--- src/rtl/keypad_scan_ctrl.sv ---
// rtl/keypad_scan_ctrl.sv - 4x4 keypad column scanner with press and release debounce
// Rotates one-hot column strobes, freezes on a single-row hit and reports one key per press.
module keypad_scan_ctrl #(
  parameter int SETTLE_CYCLES   = 4,
  parameter int DEBOUNCE_CYCLES = 50000
) (
  input  logic       clk,
  input  logic       reset,
  input  logic [3:0] rows,
  output logic [3:0] cols,
  output logic [3:0] key_code,
  output logic       key_valid,
  output logic       key_held
);

  localparam int CNT_MAX = (SETTLE_CYCLES > DEBOUNCE_CYCLES) ? SETTLE_CYCLES : DEBOUNCE_CYCLES;
  localparam int CNT_W   = (CNT_MAX > 1) ? $clog2(CNT_MAX) : 1;
  localparam logic [CNT_W-1:0] SETTLE_LAST = CNT_W'(SETTLE_CYCLES - 1);
  localparam logic [CNT_W-1:0] DEB_LAST    = CNT_W'(DEBOUNCE_CYCLES - 1);
  localparam logic [CNT_W-1:0] CNT_ONE     = CNT_W'(1);

  typedef enum logic [1:0] {
    ST_SCAN,
    ST_DEBOUNCE,
    ST_HELD,
    ST_RELEASE
  } state_t;

  state_t           state_q, state_d;
  logic [CNT_W-1:0] cnt_q, cnt_d;
  logic [3:0]       rows_meta_q, rows_meta_d;
  logic [3:0]       rows_s_q, rows_s_d;
  logic [3:0]       cols_q, cols_d;
  logic [3:0]       row_q, row_d;
  logic [3:0]       key_code_q, key_code_d;
  logic             key_valid_q, key_valid_d;
  logic             key_held_q, key_held_d;
  logic             row_hit;

  function automatic logic [1:0] oh_index(input logic [3:0] oh);
    return {oh[3] | oh[2], oh[3] | oh[1]};
  endfunction

  function automatic logic is_one_hot(input logic [3:0] v);
    return (v != 4'd0) && ((v & (v - 4'd1)) == 4'd0);
  endfunction

  // Once a key is held only its own row line matters; other rows are ignored.
  assign row_hit = |(rows_s_q & row_q);

  always_comb begin
    state_d     = state_q;
    cnt_d       = cnt_q;
    rows_meta_d = rows;
    rows_s_d    = rows_meta_q;
    cols_d      = cols_q;
    row_d       = row_q;
    key_code_d  = key_code_q;
    key_valid_d = 1'b0;
    key_held_d  = key_held_q;

    case (state_q)
      ST_SCAN: begin
        if (cnt_q == SETTLE_LAST) begin
          cnt_d = '0;
          if (is_one_hot(rows_s_q)) begin
            state_d = ST_DEBOUNCE;
            row_d   = rows_s_q;
          end else begin
            cols_d = {cols_q[2:0], cols_q[3]};
          end
        end else begin
          cnt_d = cnt_q + CNT_ONE;
        end
      end
      ST_DEBOUNCE: begin
        if (rows_s_q != row_q) begin
          state_d = ST_SCAN;
          cnt_d   = '0;
          cols_d  = {cols_q[2:0], cols_q[3]};
        end else if (cnt_q == DEB_LAST) begin
          state_d     = ST_HELD;
          cnt_d       = '0;
          key_code_d  = {oh_index(row_q), oh_index(cols_q)};
          key_valid_d = 1'b1;
          key_held_d  = 1'b1;
        end else begin
          cnt_d = cnt_q + CNT_ONE;
        end
      end
      ST_HELD: begin
        if (!row_hit) begin
          state_d = ST_RELEASE;
          cnt_d   = '0;
        end
      end
      ST_RELEASE: begin
        if (row_hit) begin
          state_d = ST_HELD;
          cnt_d   = '0;
        end else if (cnt_q == DEB_LAST) begin
          state_d    = ST_SCAN;
          cnt_d      = '0;
          cols_d     = {cols_q[2:0], cols_q[3]};
          key_held_d = 1'b0;
        end else begin
          cnt_d = cnt_q + CNT_ONE;
        end
      end
      default: begin
        state_d = ST_SCAN;
        cnt_d   = '0;
      end
    endcase
  end

  always_ff @(posedge clk) begin
    if (reset) begin
      state_q     <= ST_SCAN;
      cnt_q       <= '0;
      rows_meta_q <= 4'd0;
      rows_s_q    <= 4'd0;
      cols_q      <= 4'b0001;
      row_q       <= 4'd0;
      key_code_q  <= 4'd0;
      key_valid_q <= 1'b0;
      key_held_q  <= 1'b0;
    end else begin
      state_q     <= state_d;
      cnt_q       <= cnt_d;
      rows_meta_q <= rows_meta_d;
      rows_s_q    <= rows_s_d;
      cols_q      <= cols_d;
      row_q       <= row_d;
      key_code_q  <= key_code_d;
      key_valid_q <= key_valid_d;
      key_held_q  <= key_held_d;
    end
  end

  assign cols      = cols_q;
  assign key_code  = key_code_q;
  assign key_valid = key_valid_q;
  assign key_held  = key_held_q;

endmodule

--- config.mk ---
export PLATFORM = sky130hd
export DESIGN_NAME = keypad_scan_ctrl
export DESIGN_NICKNAME = d
export VERILOG_FILES = /design/src/rtl/keypad_scan_ctrl.sv
export SDC_FILE = /design/constraint.sdc
export NUM_CORES = 1
export LEC_CHECK = 0
export BUFFER_PORTS_ARGS = -buffer_cell sky130_fd_sc_hd__buf_2
export CORE_MARGIN = 2
export CORE_UTILIZATION = 25
export CTS_CLUSTER_DIAMETER = 150
export CTS_CLUSTER_SIZE = 28
export DETAILED_ROUTE_END_ITERATION = 7
export GPL_TIMING_DRIVEN = 0
export PLACE_DENSITY = 0.52
export SLEW_MARGIN = 20
export SYNTH_ARGS = -nofsm -noshare
export SYNTH_HDL_FRONTEND = slang
export SYNTH_SLANG_ARGS = --single-unit
--- constraint.sdc ---
create_clock -name clk -period 2 [get_ports clk]
set_input_delay 0.1 -clock clk [delete_from_list [all_inputs] [get_ports clk]]
set_output_delay 0.1 -clock clk [all_outputs]
set_load 0.05 [all_outputs]
==> metrics <==
synthesized area per cell=just over 9 um2; min cycle time layout=2130 ps; Num CTS Buffers=5; failing checks=negative setup slack; Yosys top cell area share=approximately 44%; internal power=about 1500 uW; Setup-failing EPs final=25; CP endpoint kind=flop; Area Growth Syn to Fin=35.8%; Ys Warns=0; Initial DRC Count=approximately 80; pin count of the biggest net entering global routing=15; Final Instance Count excl. Fillers=approximately 340; power per cell area=approximately 910 nW/um2; NetSw=between 700 and 800 uW; die height=89.2 um; clock share of power=a little under a third; count of cell types in the netlist=slightly above 40; Synth Instances=200; max_cap viols=0; Hold/Removal Path Class=in2reg; dpl cells=~310; CP required=~2200 ps; Flop pwr share=roughly 41%; number of antenna diodes=0; met2 Track Usage GR=~16%; post-synth net total=approximately 210; IO Port Bufs=14; cts hold-fix bufs=0; Layout Nets=approximately 250; core area=between 7000 and 8000 um2; sw frac=31.4%; Slew HR=between 40% and 50%; first-pass GRT wire length=approximately 6600 um; Chip Width=between 80 and 90 um; antenna-violating nets left=0; Final Skew=between 9 and 10 ps; GPL Wtd Cong=between 0.7 and 0.8; grt met3 use=about 1.9%; Clock transition at path regs=90 ps; CP Class=reg2reg; fmax=about 470 MHz; hold_ws=roughly 8.8 ps; sequential share of the synthesized area=between 40 and 50%; row count=31; Yosys reg bits=40; TritonCTS clock tree=yes; total gr overflow=0; TNS Setup=-1410 ps; H-tree levels=2; total wire length=around 4100 um; commonest cells after routing, fill and taps aside=29 x nor2_1, 29 x dfxtp_1, 15 x buf_2, 15 x buf_4, 14 x nand2_1; DRC=0; Initial Util=approximately a quarter; crit-path cells=ha_1, or4_4, o2bb2a_4, o32ai_4, buf_6, a21oi_1, o221a_2; combinational share of power=28.6%; startpoint types=flop; LEAKAGE=between 0.0008 and 0.0009 uW; top cells by area, synth=dfxtp_1 44%, nor2_1 6.4%, xnor2_1 5.3%; slowest cell on the critical path=or4_4; Worst Tran Pin Value=between 800 and 900 ps; met1 usage=between 10% and 20%; unrepaired setup endpoints after global routing=true; DR vias/cell=between 4 and 5; CP max FO=5; Clock Tree Root=clkbuf_8; layout cell share with drive strength beyond 1=approximately a third; Worst VDD drop=approximately 1000 uV; Largest stage delay, worst path=about 510 ps; most area-hungry cell type in the Yosys netlist=dfxtp_1; fin crit share=107%; setup slack after layout=-133 ps; drt first pass iters=4; Post-Syn Area=~1800 um2; die footprint=approximately 8000 um2; CP arrival=approximately 2300 ps; drt wl/cell=12.2 um; final-report max-slew violation count=0; Detailed Place HPWL=2670 um; vias in the first global route=between 1000 and 1500; clock sink total=40; outcome=complete, but fails checks; number of I/O pins=16; r2r setup slk=-130 ps; post-place setup slack=-225 ps; GRT Total Usage=a little over a tenth; total power draw=approximately 2200 uW; vias post-DR=between 1500 and 2000; busiest grt layer=met2; clk_lat worst skew=~300 ps; clock buffer depth=2; Hold Vio Cnt, Final=0; initial antenna violation count=0
## critical path, delay by kind of cell, from the launching register on
kind                       cells  cell delay (ps)
adders and majority gates      1              250
and+or+nand+nor                1              510
AOI/OAI and AO/OA              4              690
DFF                            1              410
buffers and inverters          1              170
## Yosys cell counts, drive strengths merged
| cell type | number |
|---|---|
| or4b | 1 |
| nand3 | 8 |
| nor4 | 6 |
| nand3b | 2 |
| ha | 5 |
| a22oi | 1 |
| or4 | 3 |
| or2 | 1 |
| o32ai | 1 |
| dfxtp | 40 |
| a31oi | 3 |
| or3 | 1 |
| nor2b | 9 |
| o21ai | 2 |
| clkbuf | 4 |
| and4 | 1 |
| nand2 | 15 |
| nand4 | 3 |
| mux2i | 9 |
| nor3 | 15 |
| nor4b | 3 |
| a211oi | 2 |
| o21a | 1 |
| nor2 | 31 |
| xor2 | 1 |
| xnor2 | 11 |
| buf | 3 |
| o2bb2a | 1 |
| inv | 5 |
| a21oi | 4 |
| nor3b | 2 |
| nand2b | 2 |
| o311ai | 1 |
| o221a | 1 |
| and2 | 2 |
## area by class of cell
class | count | area (um2)
clock inverter | 3 | 46.3
fill | 765 | 4670
timing repair buffer | 30 | 194
buffer | 7 | 42.5
tap | 99 | 124
clock buffer | 5 | 68.8
inverter | 5 | 18.8
sequential | 40 | 830
multi-input combinational | 148 | 1140
## path summary, 6_finish.rpt
kind                            cells after the start                   endpoint                 startpoint
worst max-delay path                                7    state_q[1]$_SDFFE_PP0P_      row_q[3]$_SDFFE_PP0P_
worst min-delay path                                2  rows_meta_q[2]$_SDFF_PP0_                    rows[2]
worst max register to register                      7    state_q[1]$_SDFFE_PP0P_      row_q[3]$_SDFFE_PP0P_
worst min register to register                      1     rows_s_q[2]$_SDFF_PP0_  rows_meta_q[2]$_SDFF_PP0_
## through the flow
step | instance area, um2 | util, %
after floorplan | 1850 | -
after global placement | 2050 | 28.7
after detailed placement | 2050 | 28.8
after CTS | 2380 | 33.3
after global routing | 2470 | 34.6
final | 2470 | 34.6
## repair_timing
action,CTS,global route
gates cloned,1,0
buffers inserted,13,2
endpoints found under the setup margin,26,30
pin swaps,11,5
gates resized for setup,27,19
## registers in the layout (all words and copies together), names as in the netlist
| register | flops |
|---|---|
| cnt_q | 16 |
| cols | 4 |
| key_code | 4 |
| row_q | 4 |
| rows_meta_q | 4 |
| rows_s_q | 4 |
| state_q | 2 |
| key_held | 1 |
| key_valid | 1 |
## logic make-up after synthesis
logic type	Yosys count	share of synthesized area [%]
simple gates	105	32.4
flops	40	44.1
compound gates	17	6.47
xor+xnor	12	5.79
buf+inv	12	2.82
mux	9	4.96
fa+ha+maj	5	3.44
## per-layer routing
layer / vias to the layer above / wire (um) / share of wire (%)
li1: 775 / - / -
met1: 727 / 1990 / 48
met2: 21 / 1940 / 47
met3: 10 / 81 / 2.0
met4: 0 / 105 / 2.6
met5: - / 0 / 0
## power groups by stage
| stage | sequential, uW | clock, uW | combinational, uW |
|---|---|---|---|
| 2_1_floorplan | 990 | 0 | 298 |
| 3_3_place_gp | 925 | 0 | 451 |
| 3_5_place_dp | 927 | 0 | 455 |
| 4_1_cts | 911 | 707 | 611 |
| 5_1_grt | 920 | 740 | 685 |
| 6_report | 911 | 690 | 640 |
(Power assumes the default switching activity.)
